File: src/rtl/twos_complement_unit_if.sv
// Operand/result bundle for the registered negation unit.
// The master drives the operand and mode; the slave returns the registered
// result together with its zero and overflow flags.
interface twos_complement_unit_if #(
  parameter int WIDTH = 20
);
  logic             in_valid;
  logic [1:0]       mode;
  logic [WIDTH-1:0] a;
  logic             out_valid;
  logic [WIDTH-1:0] out;
  logic             zero;
  logic             ovf;

  modport master (
    output in_valid,
    output mode,
    output a,
    input  out_valid,
    input  out,
    input  zero,
    input  ovf
  );

  modport slave (
    input  in_valid,
    input  mode,
    input  a,
    output out_valid,
    output out,
    output zero,
    output ovf
  );
endinterface

File: src/rtl/twos_complement_unit.sv
// Registered negation unit: two's complement, ones' complement or pass-through
// of a signed operand, with zero and most-negative overflow flags.
// One cycle latency, one operand per cycle, no backpressure.
module twos_complement_unit #(
  parameter int WIDTH = 20
) (
  input  logic                         clk,
  input  logic                         rst_n,
  twos_complement_unit_if.slave        bus
);

  typedef enum logic [1:0] {
    MODE_NEG  = 2'b00,
    MODE_INV  = 2'b01,
    MODE_PASS = 2'b10,
    MODE_RSVD = 2'b11
  } mode_t;

  localparam logic [WIDTH-1:0] MOST_NEG = {1'b1, {(WIDTH-1){1'b0}}};

  logic [WIDTH-1:0] inv;
  logic [WIDTH-1:0] carry;
  logic [WIDTH-1:0] neg;
  logic [WIDTH-1:0] result;
  logic             result_zero;
  logic             result_ovf;
  logic             neg_mode;
  mode_t            mode_sel;

  assign mode_sel = mode_t'(bus.mode);

  // Ripple-carry increment of ~a; the carry out of the MSB is never formed,
  // which is what makes -0 wrap back to 0.
  always_comb begin
    inv      = ~bus.a;
    carry    = '0;
    carry[0] = 1'b1;
    for (int i = 1; i < WIDTH; i++) begin
      carry[i] = inv[i-1] & carry[i-1];
    end
    neg = inv ^ carry;
  end

  // Result select; the reserved mode aliases negation so it never yields X.
  always_comb begin
    result   = neg;
    neg_mode = 1'b1;
    case (mode_sel)
      MODE_NEG:  begin result = neg;   neg_mode = 1'b1; end
      MODE_INV:  begin result = inv;   neg_mode = 1'b0; end
      MODE_PASS: begin result = bus.a; neg_mode = 1'b0; end
      MODE_RSVD: begin result = neg;   neg_mode = 1'b1; end
      default:   begin result = neg;   neg_mode = 1'b1; end
    endcase
    result_zero = (result == '0);
    result_ovf  = neg_mode && (bus.a == MOST_NEG);
  end

  // Valid tracks in_valid every cycle; data and flags only load on a valid
  // operand so the last result stays visible between transactions.
  always_ff @(posedge clk or negedge rst_n) begin
    if (!rst_n) begin
      bus.out_valid <= 1'b0;
      bus.out       <= '0;
      bus.zero      <= 1'b0;
      bus.ovf       <= 1'b0;
    end else begin
      bus.out_valid <= bus.in_valid;
      if (bus.in_valid) begin
        bus.out  <= result;
        bus.zero <= result_zero;
        bus.ovf  <= result_ovf;
      end
    end
  end

endmodule

File: src/flat_wrapper.sv
// flat-port wrapper written by rule: the top's interface ports become plain ports
module twos_complement_unit_flat 
#(
  parameter int WIDTH = 20
)
  (clk, rst_n, bus_in_valid, bus_mode, bus_a, bus_out_valid, bus_out, bus_zero, bus_ovf);
  twos_complement_unit_if #(.WIDTH(WIDTH)) bus_i ();
  input  logic clk;
  input  logic rst_n;
  input wire logic [$bits(bus_i.in_valid)-1:0] bus_in_valid;
  input wire logic [$bits(bus_i.mode)-1:0] bus_mode;
  input wire logic [$bits(bus_i.a)-1:0] bus_a;
  output wire logic [$bits(bus_i.out_valid)-1:0] bus_out_valid;
  output wire logic [$bits(bus_i.out)-1:0] bus_out;
  output wire logic [$bits(bus_i.zero)-1:0] bus_zero;
  output wire logic [$bits(bus_i.ovf)-1:0] bus_ovf;
  assign bus_i.in_valid = bus_in_valid;
  assign bus_i.mode = bus_mode;
  assign bus_i.a = bus_a;
  assign bus_out_valid = bus_i.out_valid;
  assign bus_out = bus_i.out;
  assign bus_zero = bus_i.zero;
  assign bus_ovf = bus_i.ovf;
  twos_complement_unit #(.WIDTH(WIDTH)) u_core (.clk(clk), .rst_n(rst_n), .bus(bus_i));
endmodule
File: config.mk
export PLATFORM = sky130hd
export DESIGN_NAME = twos_complement_unit_flat
export DESIGN_NICKNAME = d
export VERILOG_FILES = /design/src/rtl/twos_complement_unit_if.sv /design/src/rtl/twos_complement_unit.sv /design/src/flat_wrapper.sv
export SDC_FILE = /design/constraint.sdc
export NUM_CORES = 1
export LEC_CHECK = 0
export CAP_MARGIN = 20
export CORE_UTILIZATION = 40
export CTS_BUF_LIST = sky130_fd_sc_hd__clkbuf_16
export DETAILED_ROUTE_END_ITERATION = 12
export DONT_BUFFER_PORTS = 1
export GPL_TIMING_DRIVEN = 0
export PLACE_DENSITY_LB_ADDON = 0.05
export SYNTH_ARGS = -nofsm -noshare
export SYNTH_HDL_FRONTEND = slang
export SYNTH_SLANG_ARGS = --single-unit
File: constraint.sdc
create_clock -name clk -period 1.1 [get_ports clk]
set_clock_uncertainty 0.2 [all_clocks]
set_input_delay 0.275 -clock clk [delete_from_list [all_inputs] [get_ports clk]]
set_output_delay 0.275 -clock clk [all_outputs]
set_load 0.01 [all_outputs]
Yosys cells after proc, flatten, opt, wreduce, memory -nomap -nowiden
Index checks and enable logic that the tools add are counted.
W data, S select, Z words.
- flip-flop bits (word level): 23
- output and inout port bits: 23
- word-level logic and storage cells: 35
- input bits: 25
- bitwise operators: 20
- reduce and logical (&&, ||, !) cells: 5
- multiplexer cells: 2
- equal/unequal tests: 4
- operators by type and width (cell ; number):
    $pmux W20 S3 ; 1
    $eq A20 B20 Y1 const B ; 1
    $logic_not A20 Y1 ; 1
    $not A20 Y20 ; 1
    $xor A20 B20 Y20 ; 1
    $and A1 B1 Y1 ; 18
    $eq A2 B2 Y1 const B ; 2
    $reduce_or A2 Y1 ; 2
    $eq A2 B1 Y1 const B ; 1
    $logic_not A2 Y1 ; 1
    $pmux W1 S2 ; 1
    $logic_and A1 B1 Y1 ; 1

Longest topological paths before layout
Gate-level depths: netlist of run 1.
- word-level depth: 22
- gate-level depth with buffers: 24
- depth with buffers taken out: 24

Worst setup path after synthesis of run 1
Ideal clock, no wire load.
- path type: in2reg
- start: input port bus_a[0]
- end: register u_core.bus.zero
- path buffers: 0
- arrival time: 4.390 ns
- path slack: -3.557 ns
- stages: 24
- data required time: 0.833 ns
- setup time: 0.067 ns
- path through: inv_1 > ha_1 > ha_1 > ha_1 > ha_1 > ha_1 > ha_1 > ha_1 > ha_1 > ha_1 > ha_1 > ha_1 > ha_1 > ha_1 > ha_1 > ha_1 > ha_1 > ha_1 > ha_1 > a221oi_2 > a21oi_1 > nor4_1 > and4_1 > a32o_1
- word-level cells in the longest chain between the ends: 22
- ends and longest elaborated chain (what ; RTL line ; source):
    from (decl) ; flat_wrapper.sv:12 ; input wire logic [$bits(bus_i.a)-1:0] bus_a;
    $not A20 Y20 ; twos_complement_unit.sv:35 ; inv = ~bus.a;
    $and A1 B1 Y1 (18 in series) ; twos_complement_unit.sv:39 ; carry[i] = inv[i-1] & carry[i-1];
    $xor A20 B20 Y20 ; twos_complement_unit.sv:41 ; neg = inv ^ carry;
    $pmux W20 S3 (*) ; twos_complement_unit.sv:48 ; case (mode_sel)
    $logic_not A20 Y1 (*) ; twos_complement_unit.sv:55 ; result_zero = (result == '0);
    to (signal assigned) ; twos_complement_unit.sv:71 ; bus.zero <= result_zero;
    to (decl) ; twos_complement_unit_if.sv:31 ; output zero,
Mark *: on every way between the ends. The rest lies on a longest branch, timed or not.
A chain may end at the register's enable or synchronous reset.

Final worst setup path of run 1
Ends and elaborated chain as after synthesis.

==> results.json, run 1 <==
{
  "status": "finished, violations left",
  "failed_checks": "setup timing",
  "route.vias.total": 1331,
  "path_class": "in -> reg",
  "power_mw": 2.69,
  "cts_root_buffer": "clkbuf_16",
  "grt_pass1_wl_um": 6770,
  "yosys_warnings": 0,
  "worstSetupEndpointType": "register",
  "crit_slowest_cell": "a221oi_2",
  "topRoutingLayerUsed": "met4",
  "fin_crit_sh": 3.66,
  "antenna_found_initial": 0,
  "start_kind": "primary input",
  "clkSlewWorstSetupHoldPaths_ps": 60,
  "p_per_area_mw_per_mm2": 1090,
  "track_usage": 0.211,
  "hold_class": "in -> reg",
  "finalHoldViolations": 0,
  "critical-path-top-delay-family": "adder cells",
  "placement.io_buffers": 0,
  "grt_pass1_vias": 1345,
  "min_period_ps": 4020,
  "max_freq_ghz": 0.249,
  "max_stage_delay_ps": 260,
  "layout_commonest_cell": "dfrtp_1",
  "rsz0062_at_grt": "true",
  "relSlewSlack": 0.615,
  "diodes": 0,
  "wirelength_um": 4370,
  "clockBufferDepth": 2,
  "fillerInstances": 281,
  "maxCapViolations": 0,
  "pre_cts_slack_ps": -3360,
  "holdPathStages": 2,
  "pin_count": 48,
  "die_area_sq_mm": 0.00433,
  "tightest_slew_ps": 577,
  "dpl.hpwl_um": 3360,
  "synth.distinct_cells": 25,
  "dp.cells": 204,
  "setup_viol": 45,
  "ys_seq_area_frac": 0.354,
  "critPathBufInv": 1,
  "crit_chain": "inv_8 > ha_4 > ha_4 > ha_4 > ha_4 > ha_4 > ha_4 > ha_4 > ha_4 > ha_4 > ha_4 > ha_4 > ha_4 > ha_4 > ha_4 > ha_4 > ha_4 > ha_4 > ha_4 > a221oi_2 > a21oi_2 > nor4_2 > and4_1 > a32o_1",
  "final_area_sq_mm": 0.00246,
  "core_sq_mm": 0.00377,
  "grt_overflow": 0,
  "wl_met2_um": 2200,
  "worstPathMaxFanout": 3,
  "row_count": 22,
  "synth_area_sq_mm": 0.00163,
  "htreeDepth": 1,
  "worstPathArrival_ps": 4020,
  "synth_area_per_cell_sq_um": 10.4,
  "crit_path_frequent_cell": "ha_4",
  "insertion_delay_ps": 260,
  "fin_ws_ps": -2920,
  "ys_seq_elements": 23,
  "final-instance-count-excl-fill": 221,
  "fin_nets": 219,
  "final_antenna_net_count": 0,
  "synth_cells": 156,
  "die_x_um": 65.8,
  "numCtsBuffers": 3,
  "tritoncts": "done",
  "initial_utilization": 0.432,
  "critPathRequiredTime_ps": 1100,
  "wl_met1_um": 1810,
  "area_delta_synth_final_pct": 51.3,
  "grt_start_max_net_pins": 24,
  "syn-num-nets": 201,
  "drcViolationCount": 0,
  "rr_worst_depth": 1,
  "routedWlPerCell_um": 19.8,
  "p_leak_nw": 1.01,
  "wl_met3_um": 309,
  "via_per_inst": 6.02,
  "clock_sinks": 23,
  "place_area_sq_mm": 0.00208,
  "gp_congestion": 0.785,
  "cp.depth": 24,
  "mostFrequentLayoutCells": "23 x dfrtp_1, 20 x ha_4, 19 x inv_1, 13 x mux2_4, 10 x a21oi_2",
  "ir_worst_vdd_mv": 0.774,
  "layout-drive-gt1-share": 0.543,
  "slew_viol_final": 0,
  "dieHeight_um": 65.8,
  "firstDrtPassIters": 4,
  "drtIter0Drc": 64
}
-- cell usage after synthesis --
master,instances,area (sq um)
nor3_1,2,10.0
o21ai_1,1,5.00
nor2b_1,1,6.26
a21oi_1,19,95.1
nand2_1,1,3.75
nand3_1,1,5.00
inv_2,1,3.75
a221oi_2,5,75.1
nor2_1,3,11.3
buf_2,3,15.0
nand4_1,1,6.26
nor4_1,7,43.8
inv_1,22,82.6
buf_1,2,7.51
o211ai_1,2,15.0
dfrtp_1,23,576
a32o_1,1,10.0
a21o_1,1,7.51
buf_4,2,15.0
a221oi_1,14,123
and4_1,2,17.5
o21a_1,1,7.51
mux2_2,18,203
ha_1,20,250
buf_6,3,33.8
-- stage by stage --
step	hold WS, ps	util	setup TNS (ps)
floorplan	-221	-	-35010
global placement	-220	0.552	-37290
detailed placement	-220	0.552	-37720
CTS	28.2	0.597	-41800
finish	42.9	0.653	-32020
global route	64.4	0.653	-33640
-- registers in the layout, indices dropped and copies added (netlist names) --
register              cells
u_core.bus.out           20
u_core.bus.out_valid      1
u_core.bus.ovf            1
u_core.bus.zero           1
-- worst paths after layout --
path / startpoint / endpoint / slack [ps]
worst max-delay path: bus_a[0] / u_core.bus.zero$_DFFE_PN0P_ / -2920
worst min-delay path: bus_in_valid / u_core.bus.ovf$_DFFE_PN0P_ / 40
max in group asynchronous: rst_n / u_core.bus.out[12]$_DFFE_PN0P_ / 240
worst min register to register: u_core.bus.out[0]$_DFFE_PN0P_ / u_core.bus.out[0]$_DFFE_PN0P_ / 350
worst max register to register: u_core.bus.out[11]$_DFFE_PN0P_ / u_core.bus.out[11]$_DFFE_PN0P_ / 60
min in group asynchronous: rst_n / u_core.bus.out[6]$_DFFE_PN0P_ / 80
-- area by class of cell --
cell class | instances | area, sq um | area share
inverters | 23 | 119 | 0.0483
repair buffers | 13 | 126 | 0.0513
multi-input cells | 100 | 1370 | 0.557
clock buffers | 3 | 75.1 | 0.0305
clock inverters | 1 | 3.75 | 0.00152
plain buffers | 10 | 130 | 0.0528
flip-flops and latches | 23 | 576 | 0.234
well taps | 48 | 60.1 | 0.0244
-- report_power, final --
part           leakage, nW  switching (mW)  internal (mW)
Combinational        0.689           0.358          0.461
Clock               0.0423           0.283          0.485
Sequential           0.278           0.141          0.965
Total                 1.01           0.782           1.91
-- layer usage --
metal	vias to the layer above	track usage
met3	4	0.0552
met2	39	0.356
met5	-	0
met4	0	0.0435
met1	662	0.270
li1	626	-
-- cells by family (layout without fill, tap and decap cells) --
logic type	after synthesis	after routing	share of synthesized area
multiplexers	18	18	0.125
adder cells (fa/ha/maj)	20	20	0.154
AND/OR/NAND/NOR	18	18	0.0638
flip-flops	23	23	0.354
buffers and inverters	33	50	0.0968
AO/OA/AOI/OAI	44	44	0.208
-- what timing repair did --
| action | in CTS | in global routing |
|---|---|---|
| hold buffers | 2 | 0 |
| endpoints found under the setup margin | 45 | 45 |
| pin swaps | 26 | 7 |
| resized for setup | 16 | 19 |
| hold endpoints to repair | 25 | 0 |
| setup buffers | 1 | 9 |
Note: power is estimated with default switching activity, not from simulation.
==> run 2: changes to the inputs <==
- CELL_PAD_IN_SITES_DETAIL_PLACEMENT: not set -> 1
- CELL_PAD_IN_SITES_GLOBAL_PLACEMENT: not set -> 2
- CORE_UTILIZATION: 40 -> 38
- SKIP_CTS_REPAIR_TIMING: not set -> 1
- SLEW_MARGIN: not set -> 20
==> run 2 against run 1 <==
Net effect: the run still ends with setup timing left; die area rose by 5.1%; total power fell by 2.3%; core utilization fell by 7.3 points; clock power rose by 0.9%; non-clock buffer count fell by 9; combinational power fell by 8.4%; cell area fell by 4.4%; via count fell by 0.53%; register-to-register slack barely moved; global-route usage rose by 0.69 points; fmax fell by 2.7%.
==> results.json, run 2 (synthesis results as in run 1) <==
{
  "critPathRequiredTime_ps": 1100,
  "postLayoutCoreUtil": 0.580,
  "grt_overflow": 0,
  "core_sq_mm": 0.00406,
  "finalSetupTns_ps": -33170,
  "die_area_sq_mm": 0.00455,
  "grt_pass1_vias": 1428,
  "power_switching_mw": 0.779,
  "sw_frac_of_total": 0.296,
  "finalHoldViolations": 0,
  "pwr-share-seq": 0.420,
  "p_per_area_mw_per_mm2": 1120,
  "start_kind": "primary input",
  "power.share.clock": 0.295,
  "clock_sinks": 23,
  "tightest_slew_ps": 652,
  "fin_ws_ps": -3040,
  "final_area_sq_mm": 0.00235,
  "area_delta_synth_final_pct": 44.6,
  "intPower_mw": 1.85,
  "placement.io_buffers": 0,
  "max_freq_ghz": 0.242,
  "via_per_inst": 6.19,
  "worstPathArrival_ps": 4130,
  "largest_reg_flops": 20,
  "tritoncts": "done",
  "worstSetupEndpointType": "register",
  "grt_pass1_wl_um": 7180,
  "relSlewSlack": 0.565,
  "cts_root_buffer": "clkbuf_16",
  "dp.cells": 206,
  "numCtsBuffers": 3,
  "row_count": 23,
  "htreeDepth": 1,
  "slew_viol_final": 0,
  "regMostFlops": "u_core.bus.out",
  "diodes": 0,
  "drcViolationCount": 0,
  "dieHeight_um": 67.5,
  "fin_hold_ws_ps": 88.1,
  "pre_cts_slack_ps": -3410,
  "final_antenna_net_count": 0,
  "mostFrequentLayoutCells": "23 x dfrtp_1, 20 x ha_4, 18 x inv_1, 11 x mux2_4, 10 x a21oi_2",
  "setup_viol": 45,
  "min_period_ps": 4140,
  "worstPathMaxFanout": 3,
  "routedWlPerCell_um": 22.3,
  "hold_class": "in -> reg",
  "fin_crit_sh": 3.76,
  "clockBufferDepth": 2,
  "fin_nets": 210,
  "failed_checks": "setup timing",
  "wirelength_um": 4770,
  "dpl.hpwl_um": 3790,
  "route.vias.total": 1324,
  "track_usage": 0.218,
  "antenna_found_initial": 0,
  "path_class": "in -> reg",
  "firstDrtPassIters": 4,
  "die_x_um": 67.5,
  "place_area_sq_mm": 0.00208,
  "p_comb_frac": 0.285,
  "power_mw": 2.63,
  "gp_congestion": 0.760,
  "grt_start_max_net_pins": 24,
  "rsz0062_at_grt": "true",
  "insertion_delay_ps": 260,
  "maxCapViolations": 0,
  "initial_utilization": 0.401,
  "drtIter0Drc": 43,
  "status": "finished, violations left",
  "layout_commonest_cell": "dfrtp_1",
  "ir_worst_vdd_mv": 0.619,
  "pin_count": 48,
  "final-instance-count-excl-fill": 214,
  "clkSlewWorstSetupHoldPaths_ps": 60,
  "layout-drive-gt1-share": 0.518,
  "p_leak_nw": 0.942
}
## run 2: worst paths after layout
kind | startpoint | end | slack, ps | cells after the start
max reg2reg | u_core.bus.out[5]$_DFFE_PN0P_ | u_core.bus.out[5]$_DFFE_PN0P_ | 70 | 1
max in group asynchronous | rst_n | u_core.bus.out[14]$_DFFE_PN0P_ | 310 | 2
min | bus_in_valid | u_core.bus.ovf$_DFFE_PN0P_ | 90 | 2
min in group asynchronous | rst_n | u_core.bus.out[11]$_DFFE_PN0P_ | 240 | 2
min reg2reg | u_core.bus.out[0]$_DFFE_PN0P_ | u_core.bus.out[0]$_DFFE_PN0P_ | 350 | 1
max | bus_a[0] | u_core.bus.zero$_DFFE_PN0P_ | -3040 | 24
## run 2: cell type report
cell class,instances,area [sq um]
clock buffers,3,75.1
multi-input cells,100,1350
inverters,23,119
clock inverters,1,5.00
fillers,408,1700
repair buffers,4,47.5
well taps,50,62.6
plain buffers,10,115
flip-flops and latches,23,576
## run 2: power by group through the flow
stage / Clock [mW] / Sequential, mW / Combinational, mW
2_1_floorplan: 0 / 1.10 / 0.513
3_3_place_gp: 0 / 1.12 / 0.603
3_5_place_dp: 0 / 1.12 / 0.627
4_1_cts: 0.792 / 1.11 / 0.633
5_1_grt: 0.829 / 1.12 / 0.814
6_report: 0.775 / 1.11 / 0.750
## run 2: critical path, cell delays in order
cell and delay, ps:
inv_6 10, ha_4 150, ha_4 160, ha_4 160, ha_4 160, ha_4 160
ha_4 160, ha_4 160, ha_4 160, ha_4 160, ha_4 160, ha_4 160
ha_4 160, ha_4 160, ha_4 160, ha_4 160, ha_4 160, ha_4 160
ha_4 230, a221oi_2 260, a21oi_2 90, nor4_2 180, and4_1 220, a32o_1 160
## run 2: routing by layer
layer / vias up / GRT usage / wire length [um]
li1: 607 / - / -
met1: 663 / 0.274 / 1880
met2: 46 / 0.369 / 2510
met3: 8 / 0.0574 / 289
met4: 0 / 0.0559 / 90
met5: - / 0 / 0
